<file path="config.mk">
export PLATFORM = sky130hd
export DESIGN_NAME = alu_op_sequencer
export DESIGN_NICKNAME = d
export VERILOG_FILES = /design/src/rtl/alu_op_sequencer.sv
export SDC_FILE = /design/constraint.sdc
export NUM_CORES = 1
export LEC_CHECK = 0
export CAP_MARGIN = 15
export CORE_MARGIN = 4
export CORE_UTILIZATION = 47
export CTS_CLUSTER_SIZE = 25
export DETAILED_ROUTE_END_ITERATION = 7
export GPL_TIMING_DRIVEN = 0
export PLACE_DENSITY = 0.74
export SLEW_MARGIN = 10
export SYNTH_ARGS = -nofsm -noshare
export SYNTH_HDL_FRONTEND = slang
export SYNTH_SLANG_ARGS = --single-unit
export TNS_END_PERCENT = 5
</file>
<file path="constraint.sdc">
create_clock -name clk -period 3.6 [get_ports clk]
set_input_delay 0.36 -clock clk [delete_from_list [all_inputs] [get_ports clk]]
set_output_delay 0.36 -clock clk [all_outputs]
set_load 0.01 [all_outputs]
</file>
<file path="src/rtl/alu_op_sequencer.sv">
// Command FIFO and single-issue sequencer for the IEEE-754 alu's level start/valid_out handshake.
// Optional sticky flag accumulator enabled by defining ALU_SEQ_STICKY_FLAGS_EN.
module alu_op_sequencer #(
  parameter int DEPTH = 4,
  parameter int CW    = $clog2(DEPTH) + 1
) (
  input  logic          clk,
  input  logic          rst,
  input  logic          in_valid,
  output logic          in_ready,
  input  logic [31:0]   in_op_a,
  input  logic [31:0]   in_op_b,
  input  logic [2:0]    in_op_code,
  input  logic          in_mode_fp,
  input  logic [1:0]    in_round_mode,
`ifdef ALU_SEQ_STICKY_FLAGS_EN
  input  logic          clr_sticky,
  output logic [4:0]    sticky_flags,
`endif
  output logic [31:0]   alu_op_a,
  output logic [31:0]   alu_op_b,
  output logic [2:0]    alu_op_code,
  output logic          alu_mode_fp,
  output logic [1:0]    alu_round_mode,
  output logic          alu_start,
  input  logic [31:0]   alu_result,
  input  logic          alu_valid_out,
  input  logic [4:0]    alu_flags,
  output logic          out_valid,
  input  logic          out_ready,
  output logic [31:0]   out_result,
  output logic [4:0]    out_flags,
  output logic [2:0]    out_op_code,
  output logic          busy,
  output logic [CW-1:0] fifo_count
);

  localparam int AW = $clog2(DEPTH);

  typedef struct packed {
    logic [31:0] a;
    logic [31:0] b;
    logic [2:0]  op;
    logic        mode;
    logic [1:0]  rm;
  } cmd_t;

  typedef enum logic [1:0] {IDLE, ISSUE, RELEASE} state_t;

  state_t        state, state_nxt;
  cmd_t          mem [DEPTH];
  cmd_t          cmd_in, head;
  logic [AW-1:0] wr_ptr, rd_ptr;
  logic          push, pop, capture;

  assign in_ready = (fifo_count != CW'(DEPTH));
  assign push     = in_valid && in_ready;
  assign cmd_in   = '{a: in_op_a, b: in_op_b, op: in_op_code, mode: in_mode_fp, rm: in_round_mode};
  assign head     = mem[rd_ptr];
  assign busy     = (state != IDLE) || (fifo_count != '0) || out_valid;

  always_ff @(posedge clk) begin
    if (push) mem[wr_ptr] <= cmd_in;
  end

  always_ff @(posedge clk or posedge rst) begin
    if (rst) begin
      wr_ptr     <= '0;
      rd_ptr     <= '0;
      fifo_count <= '0;
    end else begin
      if (push) wr_ptr <= wr_ptr + AW'(1);
      if (pop)  rd_ptr <= rd_ptr + AW'(1);
      case ({push, pop})
        2'b10:   fifo_count <= fifo_count + CW'(1);
        2'b01:   fifo_count <= fifo_count - CW'(1);
        default: ;
      endcase
    end
  end

  always_ff @(posedge clk or posedge rst) begin
    if (rst) state <= IDLE;
    else     state <= state_nxt;
  end

  // Issue waits on the registered out_valid so a capture never overwrites an undrained result.
  always_comb begin
    state_nxt = state;
    pop       = 1'b0;
    capture   = 1'b0;
    unique case (state)
      IDLE: begin
        if ((fifo_count != '0) && !out_valid) begin
          pop       = 1'b1;
          state_nxt = ISSUE;
        end
      end
      ISSUE: begin
        if (alu_valid_out) begin
          capture   = 1'b1;
          state_nxt = RELEASE;
        end
      end
      RELEASE: begin
        if (!alu_valid_out) state_nxt = IDLE;
      end
      default: state_nxt = IDLE;
    endcase
  end

  always_ff @(posedge clk or posedge rst) begin
    if (rst) begin
      alu_op_a       <= '0;
      alu_op_b       <= '0;
      alu_op_code    <= '0;
      alu_mode_fp    <= 1'b0;
      alu_round_mode <= '0;
      alu_start      <= 1'b0;
    end else if (pop) begin
      alu_op_a       <= head.a;
      alu_op_b       <= head.b;
      alu_op_code    <= head.op;
      alu_mode_fp    <= head.mode;
      alu_round_mode <= head.rm;
      alu_start      <= 1'b1;
    end else if (capture) begin
      alu_start      <= 1'b0;
    end
  end

  always_ff @(posedge clk or posedge rst) begin
    if (rst) begin
      out_valid   <= 1'b0;
      out_result  <= '0;
      out_flags   <= '0;
      out_op_code <= '0;
    end else if (capture) begin
      out_valid   <= 1'b1;
      out_result  <= alu_result;
      out_flags   <= alu_flags;
      out_op_code <= alu_op_code;
    end else if (out_valid && out_ready) begin
      out_valid   <= 1'b0;
    end
  end

`ifdef ALU_SEQ_STICKY_FLAGS_EN
  // A clear coinciding with a capture keeps only the newly captured flags.
  always_ff @(posedge clk or posedge rst) begin
    if (rst)             sticky_flags <= '0;
    else if (capture)    sticky_flags <= clr_sticky ? alu_flags : (sticky_flags | alu_flags);
    else if (clr_sticky) sticky_flags <= '0;
  end
`endif

endmodule
</file>
==> results_dict.tcl <==
set metrics [dict create \
    grt_pass1_wl_mm 45.52 \
    fin_crit_sh_pct 64.96 \
    overflow 0 \
    clock.fmax_ghz 0.4276 \
    startpoint_type "flop" \
    synthCells 650 \
    htreeDepth 2 \
    timing.hold.ws_ns 0.2853 \
    vias_per_cell 5.331 \
    grt_max_degree 77 \
    drc 0 \
    cts_buffers 41 \
    r2r_slack_ns 1.26 \
    tightest_slew_ns 0.7315 \
    synth_seq_cells 401 \
    endpoint_kind "flop" \
    drt-wirelength-per-cell_um 22.02 \
    synth-edff-count 280 \
    coreArea_mm2 0.03083 \
    io_pins 229 \
    async_reset_ff_share_pct 30.17 \
    fin_ws_ns 1.261 \
    drv_slew 0 \
    status "complete, no violations" \
    dieWidth_um 185.5 \
    clkSinkCount 401 \
    io_buffers 228 \
    period_needed_ns 2.339 \
    finalNetCount 1044 \
    criticalPathCategory "flop to flop" \
    area_growth_pct 29.20 \
    initial_utilization_pct 48.02 \
    dp_hpwl_mm 18.79 \
    hp-class "input port to async pin" \
    finClkSkew_ns 0.02054 \
    routed_wl_mm 29.84 \
    cts-root-buf "clkbuf_16" \
    cts_tree "yes" \
    synth_ff_type "edfxtp_1" \
    finalPower_mw 17.00 \
    p_leak_nw 6.792 \
    post_cts_buffers 0 \
    ir_worst_vdd_mv 0.4814 \
    clock_latency_ns 0.52 \
    grt_pass1_vias 7820 \
    syn_nets 768 \
    crit_arrival_ns 2.77 \
    clockBufferDepth 3 \
    crit_path_max_fanout 10 \
    rsz0062_at_grt "no" \
    slew_headroom_pct 51.24 \
    ant_nets 0 \
    setup_tns_ns 0 \
    drv_cap 0 \
    die_y_um 185.5 \
    cts_resized 0 \
    antenna_found_initial 1 \
    synth.cell_area_mm2 0.01480 \
    num_rows 64 \
    hold_viol_final 0 \
    synth.distinct_cells 30 \
    dp_slack_ns 1.254 \
    synth_warnings 0 \
    firstDrtPassIters 4 \
    drt_iter0_drc 388 \
    place.gp.congestion 0.7213 \
    die_area_mm2 0.03440 \
    vias 7223 \
    ys_seq_area_share_pct 77.25 \
    track_usage_pct 17.38 \
    ctsHoldBuffers 0 \
    final_util_pct 62.04 \
    cellPowerDensity_mw_per_mm2 888.7 \
    clk_pin_slew_ns 0.06 \
    setup_viol 0 \
    cp.required_ns 4.03 \
    postSynthAreaPerCell_um2 22.78 \
    drive_gt1_share_pct 28.91 \
]
==> Yosys cell counts, drive strengths merged, types with 2 or more instances <==
cell / number / share of area (%)
mux4: 70 / 11
buf: 21 / 1.3
and3: 4 / 0.17
dfrtp: 121 / 20
inv: 8 / 0.20
xor2: 3 / 0.18
mux2: 111 / 8.5
nand3b: 2 / 0.10
nor3: 2 / 0.14
ha: 5 / 0.42
edfxtp: 280 / 57
clkbuf: 7 / 0.18
nand2b: 2 / 0.085
xnor2: 3 / 0.18
==> registers in the layout, summed over array words and instances (netlist names) <==
register / cells
mem: 280
alu_op_a: 32
alu_op_b: 32
out_result: 32
out_flags: 5
alu_op_code: 3
fifo_count: 3
out_op_code: 3
alu_round_mode: 2
rd_ptr: 2
state: 2
wr_ptr: 2
alu_mode_fp: 1
alu_start: 1
out_valid: 1
==> logic make-up (layout without fill, tap and decap cells) <==
logic type / count (synthesis) / after routing / share of synthesized area (%)
adder cells (fa/ha/maj): 6 / 6 / 0.5578
buffers and inverters: 36 / 344 / 1.699
multiplexers: 182 / 182 / 19.24
XOR/XNOR: 6 / 6 / 0.3550
AO/OA/AOI/OAI: 4 / 4 / 0.1860
flip-flops: 401 / 401 / 77.25
other: 0 / 1 / 0
AND/OR/NAND/NOR: 15 / 15 / 0.7183
==> power by group <==
| part | total [mW] | switching (mW) | internal (mW) |
|---|---|---|---|
| Clock | 4.23 | 1.66 | 2.57 |
| Combinational | 5.84 | 2.50 | 3.34 |
| Sequential | 6.92 | 0.530 | 6.39 |
==> cells in the final DEF (no fill, tap or decap), drive strengths merged, types with 2 or more instances in the layout <==
| master | synthesis | final |
|---|---|---|
| ha | 5 | 5 |
| clkinvlp | 0 | 2 |
| nand2b | 2 | 2 |
| xor2 | 3 | 3 |
| xnor2 | 3 | 3 |
| nor3 | 2 | 2 |
| mux2 | 111 | 111 |
| dfrtp | 121 | 121 |
| nand3b | 2 | 2 |
| clkinv | 0 | 8 |
| and3 | 4 | 4 |
| clkbuf | 7 | 67 |
| clkdlybuf4s50 | 0 | 228 |
| buf | 21 | 26 |
| bufinv | 0 | 3 |
| edfxtp | 280 | 280 |
| mux4 | 70 | 70 |
| inv | 8 | 10 |
==> metrics by stage <==
| step | instances | area [um^2] |
|---|---|---|
| 3_3_place_gp | 1274 | 17580 |
| 3_5_place_dp | 1279 | 17740 |
| 4_1_cts | 1354 | 19120 |
| 6_report | 1355 | 19130 |
| 2_1_floorplan | 650 | 14800 |
| 5_1_grt | 1354 | 19120 |
==> per-layer routing <==
metal	global-route usage, %	up-vias	share of wire, %
met2	30.17	235	50
li1	-	3161	-
met1	22.34	3779	41
met5	0	-	0.044
met4	4.081	2	1.8
met3	4.319	46	7.3
==> path summary, 6_finish.rpt <==
kind / start / end / cells past startpoint
hold reg to reg: alu_start / alu_start / 1
max in group asynchronous: rst / alu_op_b[28] / 3
setup reg to reg: state[0] / fifo_count[2] / 9
hold / removal: rst / out_result[3] / 2
setup / recovery: state[0] / fifo_count[2] / 9
min in group clk: out_ready / out_valid / 2
==> worst max-delay path: stages, from the launching register on <==
cell and delay (ns):
dfrtp_1 0.41, nor3_2 0.27, nor2b_1 0.19, buf_2 0.29
ha_1 0.25, inv_1 0.06, fa_1 0.37, xor2_1 0.15
nor2_1 0.12, xor2_1 0.16
==> area by class of cell <==
type | instances | area [um^2]
buffer | 28 | 221.5
timing repair buffer | 233 | 2420
sequential | 401 | 11440
inverter | 8 | 35.03
clock buffer | 60 | 1220
clock inverter | 15 | 160.2
multi-input combinational | 213 | 3137
fill | 2178 | 11700
tap | 396 | 495.5
antenna | 1 | 2.502
Power figures use the tool's default switching activity.
